<file path="src/rtl/shift_rotate_pkg.sv">
// -----------------------------------------------------------------------------
// shift_rotate_pkg
//  Shared types and the single-step transfer function for shift_rotate_engine.
//  Contents:
//   mode_e   : step operation (ROR, ROL, SHR with ser_in->MSB, SHL with ser_in->LSB)
//   state_e  : control states (IDLE, RUN, DONE)
//   step()   : returns the register value after one step of the given mode.
//              It works on a STEP_MAX_W-bit container; the caller zero-extends
//              its register and passes the index of its real MSB.
// -----------------------------------------------------------------------------
package shift_rotate_pkg;

    // Widest register the step function can handle.
    localparam int STEP_MAX_W = 64;
    localparam int STEP_IDX_W = $clog2(STEP_MAX_W);

    typedef enum logic [1:0] {
        MODE_ROR = 2'b00,
        MODE_ROL = 2'b01,
        MODE_SHR = 2'b10,
        MODE_SHL = 2'b11
    } mode_e;

    typedef enum logic [1:0] {
        ST_IDLE = 2'b00,
        ST_RUN  = 2'b01,
        ST_DONE = 2'b10
    } state_e;

    // One shift/rotate step. Bits of q above msb must be zero on entry and
    // are forced to zero on exit, so the container width never leaks into
    // the result.
    function automatic logic [STEP_MAX_W-1:0] step(
        input logic [STEP_MAX_W-1:0] q,
        input mode_e                 mode,
        input logic                  ser_in,
        input logic [STEP_IDX_W-1:0] msb
    );
        logic [STEP_MAX_W-1:0] res;
        logic [STEP_MAX_W-1:0] keep;
        keep = ~(({STEP_MAX_W{1'b1}} << msb) << 1);
        res  = '0;
        case (mode)
            MODE_ROR: begin
                res      = q >> 1;
                res[msb] = q[0];
            end
            MODE_ROL: begin
                res    = q << 1;
                res[0] = q[msb];
            end
            MODE_SHR: begin
                res      = q >> 1;
                res[msb] = ser_in;
            end
            MODE_SHL: begin
                res    = q << 1;
                res[0] = ser_in;
            end
            default: res = q;
        endcase
        return res & keep;
    endfunction

endpackage

</file>
<file path="src/rtl/shift_rotate_engine.sv">
// -----------------------------------------------------------------------------
// shift_rotate_engine
//  WIDTH-bit register with parallel load and a counted shift/rotate command.
//  A command is accepted in IDLE, performs one step per clock while busy,
//  then pulses done for one cycle before returning to IDLE.
//
//  Parameters
//   WIDTH      register width (2..64)
//   RESET_VAL  register value after reset
//   MAX_STEPS  largest step count honoured; larger requests are clamped
//   CNT_W      width of count (derived)
//
//  Ports
//   clk        clock, all state on rising edge
//   rst        synchronous active-high reset
//   load       parallel load request (honoured in IDLE only, beats start)
//   load_data  parallel load value
//   start      command request (honoured in IDLE only)
//   mode       00 ROR, 01 ROL, 10 SHR (ser_in->MSB), 11 SHL (ser_in->LSB)
//   count      number of steps for the command
//   ser_in     serial fill bit for SHR/SHL, sampled on every step
//   q          register contents
//   ser_out    bit that leaves on the next step, per latched mode
//   busy       high while steps remain (RUN)
//   done       one-cycle pulse after the last step (DONE)
// -----------------------------------------------------------------------------
module shift_rotate_engine
    import shift_rotate_pkg::*;
#(
    parameter int               WIDTH     = 8,
    parameter logic [WIDTH-1:0] RESET_VAL = 8'b10010110,
    parameter int               MAX_STEPS = WIDTH,
    parameter int               CNT_W     = $clog2(MAX_STEPS + 1)
) (
    input  logic             clk,
    input  logic             rst,
    input  logic             load,
    input  logic [WIDTH-1:0] load_data,
    input  logic             start,
    input  logic [1:0]       mode,
    input  logic [CNT_W-1:0] count,
    input  logic             ser_in,
    output logic [WIDTH-1:0] q,
    output logic             ser_out,
    output logic             busy,
    output logic             done
);

    generate
        if (WIDTH < 2 || WIDTH > STEP_MAX_W) begin : g_bad_width
            $error("shift_rotate_engine: WIDTH must be in 2..%0d", STEP_MAX_W);
        end
    endgenerate

    localparam logic [CNT_W-1:0]      MAX_CNT = CNT_W'(MAX_STEPS);
    localparam logic [STEP_IDX_W-1:0] MSB_IDX = STEP_IDX_W'(WIDTH - 1);

    // -------------------------------------------------------------------------
    // State
    // -------------------------------------------------------------------------
    state_e           state_reg, state_next;
    mode_e            mode_reg,  mode_next;
    logic [WIDTH-1:0] q_reg,     q_next;
    logic [CNT_W-1:0] rem_reg,   rem_next;

    // -------------------------------------------------------------------------
    // One-step datapath: widen the register into the package container,
    // step it with the latched mode, and take our WIDTH bits back.
    // -------------------------------------------------------------------------
    logic [STEP_MAX_W-1:0] q_ext;
    logic [STEP_MAX_W-1:0] step_full;
    logic [WIDTH-1:0]      q_stepped;
    logic                  unused_step_bits;

    always_comb begin
        q_ext             = '0;
        q_ext[WIDTH-1:0]  = q_reg;
    end

    assign step_full        = step(q_ext, mode_reg, ser_in, MSB_IDX);
    assign q_stepped        = step_full[WIDTH-1:0];
    assign unused_step_bits = ^step_full;

    // Requested step count clamped to MAX_STEPS.
    logic [CNT_W-1:0] count_clamped;
    assign count_clamped = (count > MAX_CNT) ? MAX_CNT : count;

    // -------------------------------------------------------------------------
    // State register
    // -------------------------------------------------------------------------
    always_ff @(posedge clk) begin
        if (rst) begin
            state_reg <= ST_IDLE;
            mode_reg  <= MODE_ROR;
            q_reg     <= RESET_VAL;
            rem_reg   <= '0;
        end else begin
            state_reg <= state_next;
            mode_reg  <= mode_next;
            q_reg     <= q_next;
            rem_reg   <= rem_next;
        end
    end

    // -------------------------------------------------------------------------
    // Next-state logic
    // -------------------------------------------------------------------------
    always_comb begin
        state_next = state_reg;
        mode_next  = mode_reg;
        q_next     = q_reg;
        rem_next   = rem_reg;

        case (state_reg)
            ST_IDLE: begin
                if (load) begin
                    // Load has priority; a simultaneous start is dropped.
                    q_next = load_data;
                end else if (start) begin
                    mode_next = mode_e'(mode);
                    if (count == '0) begin
                        state_next = ST_DONE;
                    end else begin
                        rem_next   = count_clamped;
                        state_next = ST_RUN;
                    end
                end
            end

            ST_RUN: begin
                q_next   = q_stepped;
                rem_next = rem_reg - 1'b1;
                if (rem_reg == CNT_W'(1)) begin
                    state_next = ST_DONE;
                end
            end

            ST_DONE: begin
                state_next = ST_IDLE;
            end

            default: begin
                state_next = ST_IDLE;
            end
        endcase
    end

    // -------------------------------------------------------------------------
    // Outputs
    // -------------------------------------------------------------------------
    assign q    = q_reg;
    assign busy = (state_reg == ST_RUN);
    assign done = (state_reg == ST_DONE);

    // Right-moving modes drop the LSB, left-moving modes drop the MSB.
    assign ser_out = (mode_reg == MODE_ROR || mode_reg == MODE_SHR) ? q_reg[0]
                                                                    : q_reg[WIDTH-1];

endmodule
</file>
<file path="config.mk">
export PLATFORM = sky130hd
export DESIGN_NAME = shift_rotate_engine
export DESIGN_NICKNAME = d
export VERILOG_FILES = /design/src/rtl/shift_rotate_pkg.sv /design/src/rtl/shift_rotate_engine.sv
export SDC_FILE = /design/constraint.sdc
export NUM_CORES = 1
export LEC_CHECK = 0
export CAP_MARGIN = 20
export CORE_ASPECT_RATIO = 1.25
export CORE_MARGIN = 1
export CORE_UTILIZATION = 45
export DETAILED_ROUTE_END_ITERATION = 16
export GPL_TIMING_DRIVEN = 0
export HOLD_SLACK_MARGIN = 0.03
export PLACE_DENSITY = 0.86
export SLEW_MARGIN = 30
export SYNTH_ARGS = -nofsm -noshare
export SYNTH_HDL_FRONTEND = slang
export SYNTH_SLANG_ARGS = --single-unit
</file>
<file path="constraint.sdc">
create_clock -name clk -period 1.5 [get_ports clk]
set_input_delay 0.3 -clock clk [delete_from_list [all_inputs] [get_ports clk]]
set_output_delay 0.3 -clock clk [all_outputs]
set_load 0.01 [all_outputs]
</file>
* Word level (Yosys, flattened, before mapping)
Index checks and enable logic that the tools add are counted.
** Operators by class
- $add $sub $neg :: 1
- $lt $le $gt $ge :: 1
- Equal/unequal tests :: 11
- Muxes and demuxes :: 14
- Bitwise operators :: 1
- Reduce and logical (&&, ||, !) cells :: 9
** Operators by type and width (count)
- $pmux 8 s4 :: 1
- $mux 4 :: 4
- $pmux 8 s2 :: 1
- $mux 2 :: 4
- $mux 8 :: 1
- $ne 2x2->1 const B :: 4
- $pmux 4 s2 :: 1
- $eq 2x2->1 const B :: 3
- $reduce_and 3->1 :: 2
- $eq 2x1->1 const B :: 2
- $eq 4x1->1 const B :: 1
- $gt 4x4->1 const B :: 1
- $logic_not 2->1 :: 2
- $logic_not 4->1 :: 1
- $pmux 2 s2 :: 1
- $reduce_and 4->1 :: 1
- $sub 4x1->4 const B :: 1
- $ne 2x1->1 const B :: 1
- $reduce_and 2->1 :: 1
- $reduce_bool 2->1 :: 1
- $logic_or 1x1->1 :: 1
- $mux 1 :: 1
- $not 1->1 :: 1
** Storage, ports and cells
- Register bits after elaboration :: 16
- Bits of input ports :: 19
- Output and inout bits :: 11
- Logic and storage cells :: 41

* Longest topological paths before layout
- Word-level depth :: 6
- Mapped depth :: 6

* Least setup slack after synthesis
Ideal clock, no wire load.
- Path kind :: register to register
- Start point :: register state_reg[1]
- End point :: register rem_reg[1]
- Library setup time :: 124 ps
- Arrival :: 1269 ps
- Required time :: 1376 ps
- Setup slack :: 107 ps
- Stages on the path, launching flop included :: 7
- Buffers on the path :: 1
- Cell sequence :: dfxtp_1 > buf_4 > nand2b_4 > clkinv_1 > a21oi_1 > a21oi_1 > o311a_2
** On the way
- Cells in the longest elaborated chain, start to end :: 3
** RTL lines
- from (decl) :: line shift_rotate_engine.sv:61 : state_e state_reg, state_next;
- from (signal assigned) :: line shift_rotate_engine.sv:98 : state_reg <= state_next;
- $eq 2x1->1 *
- via busy :: line shift_rotate_engine.sv:45 : output logic busy,
- $reduce_bool 2->1 (no line)
- $reduce_and 4->1 (no line)
- to (signal assigned) :: line shift_rotate_engine.sv:101 : rem_reg <= rem_next;
- to (decl) :: line shift_rotate_engine.sv:64 : logic [CNT_W-1:0] rem_reg, rem_next;
The timed path passes the listed nets; every way through them passes the cells marked *.
A chain may end at the register's enable or synchronous reset.

* Worst setup path in the final report
- Start point :: register mode_reg[0]
- End point :: output ser_out
** On the way
- Cells in the longest elaborated chain, start to end :: 3
** RTL lines
- from (decl) :: line shift_rotate_engine.sv:62 : mode_e mode_reg, mode_next;
- from (signal assigned) :: line shift_rotate_engine.sv:99 : mode_reg <= mode_next;
- $eq 2x2->1 or $logic_not 2->1 (tied branches) :: line shift_rotate_engine.sv:156 : assign ser_out = (mode_reg == MODE_ROR || mode_reg == MODE_SHR) ? q_reg[0]
- $logic_or 1x1->1 * :: line shift_rotate_engine.sv:156
- $mux 1 * :: line shift_rotate_engine.sv:156
- to (decl) :: line shift_rotate_engine.sv:44 : output logic ser_out,
Mark *: on every way between the ends. The rest lies on a longest branch, timed or not.

==> flow_summary.toml <==
[sta]
clock.fmax_mhz = 675.6
post-route-min-period_ns = 1.480
grt_setup_unrepaired = "no"
finalSetupViolations = 0
max_slew_margin_pct = 62.94
finalMaxSlewViolations = 0
fin_ws_ns = 0.01981
hold_viol_final = 0
clock_skew_ns = 0.001243
tightest_slew_ns = 0.5559
min_period_over_period_pct = 98.68

[routing]
avgRoutedWirePerCell_um = 15.40
drtPass1Iterations = 10
drt_iter0_markers = 31
drt-total-wl_um = 2633
drc = 3
drtAntennaViolNets = 0
viasPerCell = 5.825
via_count = 996

[logic_synthesis]
synth-edff-count = 0
syn_area_um2 = 964.7
synth_area_leader_cell = "dfxtp_1"
synth.area.top_cells = "dfxtp_1 33%, a21oi_1 5.7%, mux2i_1 5.2%"
synthesis.nets = 134
synthDistinctLibCells = 38
ys_async_sr_fraction_pct = 0
netlist_instances = 113
yosysSeqAreaShare_pct = 33.20
synth.ff_latch_count = 16
synth_flop_cell = "dfxtp_1"
synth_warnings = 0
yosysTopAreaCellShare_pct = 33.20
synth_area_per_cell_um2 = 8.537

[grt]
grt_pass1_vias = 975
grt_start_max_net_pins = 11
antenna_found_initial = 0
grt_use_total_pct = 23.97
grt-ovfl-total = 0
grt_pass1_wl_um = 4153

[cells_and_area]
final_nets = 173
final_cell_mix = "17 x clkdlybuf4s50_1, 11 x a21oi_1, 10 x dfxtp_1"
largest_register_ffs = 8
fill_cells = 168
area_growth_pct = 46.17
register_area_um2 = 332.8
multi_input_area_um2 = 606.8
final_common_cell = "clkdlybuf4s50_1"
drive_gt1_share_pct = 24.50
antenna_cells = 0

[critical_path]
reg2reg_slack_ns = 0.11
critPathArrivalTime_ns = 1.18
path_max_fanout = 2
crit_chain = "buf_8 -> mux2_4 -> buf_6"
crit_type = "reg2out"
crit_path_end_kind = "output pin"
cp.required_ns = 1.20
worst_path_max_delay_cell = "dfxtp_4"
slowest_delay_ns = 0.36
critical_path.startpoint_type = "register"

[floorplanning]
start_util_pct = 48.13
die_y_um = 53.77
die_x_um = 43.41
rows = 18
pin_count = 30
dieArea_um2 = 2334
core-area_um2 = 2004

[run_status]
violations = "DRC"
status = "finished, violations left"

[placement]
hpwl_um = 1851
port-buffer-count = 29
gpl.final_weighted_congestion = 0.8592
dp_worst_setup_slack_ns = -0.3524

[cts]
clockBufferDepth = 2
numCtsBuffers = 3
cts_tree = "done"
root_buffer = "clkbuf_4"
htreeDepth = 1
clkSlewWorstSetupHoldPaths_ns = 0.10
clkLatencyLatePin_ns = 0.29
cts.sinks = 16

[power]
seqPwrFrac_pct = 43.4
clockPowerShare_pct = 24.7
power_switching_w = 0.0003542
peakVddDrop_uv = 594.8
p_int_w = 0.0008090
power.total_w = 0.001163
netSwitchingFraction_pct = 30.45
p_comb_share_pct = 31.9
leakagePower_nw = 0.5794
power.density_nw_per_um2 = 824.9

[run]
drv_cap = 0

[hold_path]
hold_class = "reg2reg"
## per-stage QoR
stage / setup TNS [ns] / instance area (µm²) / util (%) / hold slack (ns) / instances
floorplan: 0 / 964.7 / - / 0.4048 / 113
global placement: -3.214 / 1280 / 63.86 / 0.4763 / 162
detailed placement: -3.680 / 1280 / 63.86 / 0.4810 / 162
CTS: 0 / 1361 / 67.92 / 0.4960 / 169
global route: 0 / 1410 / 70.35 / 0.5314 / 171
finish: 0 / 1410 / 70.35 / 0.4983 / 171
## cell usage after synthesis (3+ instances only)
cell type   n
inv_1       7
nor2_1      8
o211ai_1    3
mux2_2      3
a221oi_1    3
a21oi_1    11
nand2b_1    3
nor2b_1     4
dfxtp_1    16
nand2_1     7
buf_2       3
nor3_1      7
mux2i_1     5
o21ai_0     3
## layout make-up
cell class / count / share of cell area [%]
multi-input combinational: 83 / 43.03
inverter: 8 / 2.484
timing repair buffer: 34 / 22.63
tap: 20 / 1.775
buffer: 6 / 3.904
sequential: 16 / 23.60
clock buffer: 4 / 2.573
## kinds of logic after synthesis
family,count (synthesis),share of synthesized area (%)
AOI/OAI and AO/OA,34,25.03
adders and majority gates,2,2.594
buffers and inverters,14,6.614
DFF,16,33.20
muxes,8,8.690
and+or+nand+nor,39,23.87
## worst paths after layout
| path | startpoint | to | cells after the start |
|---|---|---|---|
| worst max register to register | state_reg[1] | rem_reg[1] | 7 |
| worst min register to register | rem_reg[3] | rem_reg[3] | 2 |
| worst max-delay path | mode_reg[0] | ser_out | 3 |
| worst min-delay path | rem_reg[3] | rem_reg[3] | 2 |
## timing repair
item                       4_1_cts  5_1_grt
setup endpoints to repair       13       10
hold endpoints to repair         0        0
setup buffers                    3        2
gates resized for setup         32        8
hold buffers                     0        0
cloned                           0        0
## worst max-delay path: cells and delay by family (launching register included)
| family | cells | cell delay, ns |
|---|---|---|
| flip-flops | 1 | 0.36 |
| buffers and inverters | 2 | 0.24 |
| multiplexers | 1 | 0.29 |
## routing by layer
metal	track usage, %	up-vias	share of wire, %
li1	-	489	-
met3	4.362	6	4.0
met4	11.98	0	1.4
met1	29.13	469	42
met2	40.66	32	52
met5	0	-	0
## power by group through the flow
stage | Sequential (W) | Clock (W) | Combinational (W)
after global routing | 0.000511 | 0.000310 | 0.000406
final | 0.000505 | 0.000288 | 0.000371
after detailed placement | 0.000513 | 0 | 0.000353
after global placement | 0.000512 | 0 | 0.000339
after floorplan | 0.000514 | 0 | 0.000194
after CTS | 0.000504 | 0.000293 | 0.000355
No activity file was read; power rests on OpenSTA's default activity.
==> edit (same flow settings) <==
Set the parameter `WIDTH` to 32 (it was 8).
--- a/src/rtl/shift_rotate_engine.sv
+++ b/src/rtl/shift_rotate_engine.sv
@@ -27,7 +27,7 @@
 module shift_rotate_engine
     import shift_rotate_pkg::*;
 #(
-    parameter int               WIDTH     = 8,
+    parameter int               WIDTH     = 32,
     parameter logic [WIDTH-1:0] RESET_VAL = 8'b10010110,
     parameter int               MAX_STEPS = WIDTH,
     parameter int               CNT_W     = $clog2(MAX_STEPS + 1)
Ports: changed (resized count, load_data and q); port bits go from 30 to 80. No check against the original RTL was run, so the function may have changed too.
==> edit against the original RTL <==
  * Count of clock-buffer cells in the layout is 3 higher
  * First-iteration DRC count grew to 4.6 times the old value
  * Routed wire length grew to 2.7 times the old value
  * Sequential cell count is 26 higher
  * Critical path depth stayed put
  * Via count grew to 2.5 times the old value
  * Area after synthesis is 140% higher
  * Total power grew to 2.6 times the old value
  * The flow finishes with violations (negative setup slack)
  * Register-to-register slack worse by 30 ps
  * Non-clock buffer count is 68 higher
  * Cell area is 140% higher
  * Setup slack worse by 25 ps
==> edit: results (changes against the original RTL) <==
timing:
  layout_setup_ws_ps: -4.82  # was 19.8 ps
  fin_skew_ps: 7.41  # was 1.24 ps
  setup_viol: 1  # was 0
  relSlewSlack_pct: 63.4  # was 62.9%
  tns_ps: -4.82  # was 0 ps
  worst_hold_slack_ps: 414  # was 498 ps
worst_setup_path:
  arrival_ps: 1200  # was 1180 ps
  r2r_slack_ps: 80  # was 110 ps
  r2r-end: "q[31]"  # was rem_reg[1]
  timing.rr.start: "state_reg[0]"  # was state_reg[1]
yosys:
  yosys-top-cells-count: "63 x nand2_1, 42 x dfxtp_1, 33 x a21oi_1, 33 x mux2i_1, 26 x o211ai_1"  # was 16 x dfxtp_1, 11 x a21oi_1, 8 x nor2_1
  netlist_instances: 286  # was 113
  synthTopCellsByArea: "dfxtp_1 37%, mux2i_1 14%, nand2_1 10%, o211ai_1 8.5%, a21oi_1 7.2%"  # was dfxtp_1 33%, a21oi_1 5.7%, mux2i_1 5.2%, nor3_1 3.6%, mux2_2 3.5%
  synth_seq_area_share_pct: 36.8  # was 33.2%
  syn-num-nets: 333  # was 134
clock_tree:
  post_cts_buffers: 4  # was 3
  cts_buffers: 5  # was 3
  htree_levels: 2  # was 1
  clkTransAtPathRegs_ps: 80  # was 100 ps
  cts-root-buf: "clkbuf_8"  # was clkbuf_4
  cts_resized: 87  # was 32
placed_design:
  port_buffers: 78  # was 29
  placed_cells: 424  # was 162
  dpl.hpwl_mm: 4.57  # was 1.85 mm
  placed_area_sq_um: 3160  # was 1280 sq um
  place.gp.congestion: 0.841  # was 0.859
routing:
  drt_iter0_markers: 143  # was 31
  firstDrtPassIters: 4  # was 10
  routed_wl_mm: 7.03  # was 2.63 mm
  viasPerCell: 5.77  # was 5.82
global_route:
  grt_pass1_wl_mm: 11.0  # was 4.15 mm
  grt_pass1_vias: 2407  # was 975
  grtUsageMet2_pct: 44.9  # was 40.7%
  grtUsageTotal_pct: 26.5  # was 24.0%
  met3_usage_pct: 5.69  # was 4.36%
  met1_usage_pct: 31.7  # was 29.1%
finish:
  drive_gt1_share_pct: 17.0  # was 24.5%
pwr:
  leakage_nw: 1.28  # was 0.579 nW
  vdd_drop_max_mv: 0.599  # was 0.595 mV
  p_sw_mw: 0.950  # was 0.354 mW
worst_hold_path:
  hold_path_depth: 4  # was 2
  holdPathEnd: "state_reg[1]"  # was rem_reg[3]
  hp-class: "input port to flop"  # was flop to flop
  min_from: "count[4]"  # was rem_reg[3]
run_status:
  violations: "negative setup slack"  # was design-rule violations
  status: "complete, but fails checks"  # unchanged
[edit: changes by cell type after synthesis, sizes merged, moves of 10 or more]
cell,change
a21oi,+22
clkbuf,+11
dfxtp,+26
mux2i,+28
o21ai,+10
o211ai,+23
nand2,+56
[edit: logic make-up (layout without fill, tap and decap cells)]
kind of cell / count (synthesis) / in the layout / share of synthesized area [%]
xor+xnor: 1 / 1 / 0.384
buf+inv: 28 / 119 / 5.04
compound gates: 90 / 90 / 25.1
flops: 42 / 42 / 36.8
simple gates: 89 / 89 / 16.6
fa+ha+maj: 2 / 2 / 1.10
mux: 34 / 34 / 15.0
[edit: area by class of cell]
class | count | area, sq um
sequential | 42 | 862
timing repair buffer | 86 | 786
multi-input combinational | 216 | 1380
inverter | 3 | 13.8
fill | 395 | 1440
buffer | 22 | 153
tap | 60 | 75.1
clock inverter | 1 | 5.00
clock buffer | 7 | 86.3
[edit: worst max-delay path by stage]
| stage | slack [ps] | endpoint |
|---|---|---|
| 6_report | -5 | ser_out |
| 5_1_grt | -70 | q[31] |
| 4_1_cts | -130 | busy |
| 3_5_place_dp | -580 | busy |
| 3_3_place_gp | -560 | busy |
| 2_1_floorplan | 1 | state_reg[1] |
[edit: critical path: stages, from the launching register on]
cell and delay [ps]:
dfxtp_4 370, buf_8 120, mux2_4 300, buf_6 120
[edit: power groups by stage]
stage                     logic [mW]  clock network, mW  registers, mW
final                          0.868              0.773           1.34
after global routing           0.946              0.810           1.36
after CTS                      0.831              0.773           1.33
after detailed placement       0.849                  0           1.36
after global placement         0.830                  0           1.35
after floorplan                0.428                  0           1.37
[edit: metal layers]
metal	up-vias	share of wire (%)
li1	1209	-
met1	1190	42
met2	106	50
met3	16	6.1
met4	0	2.0
met5	-	0
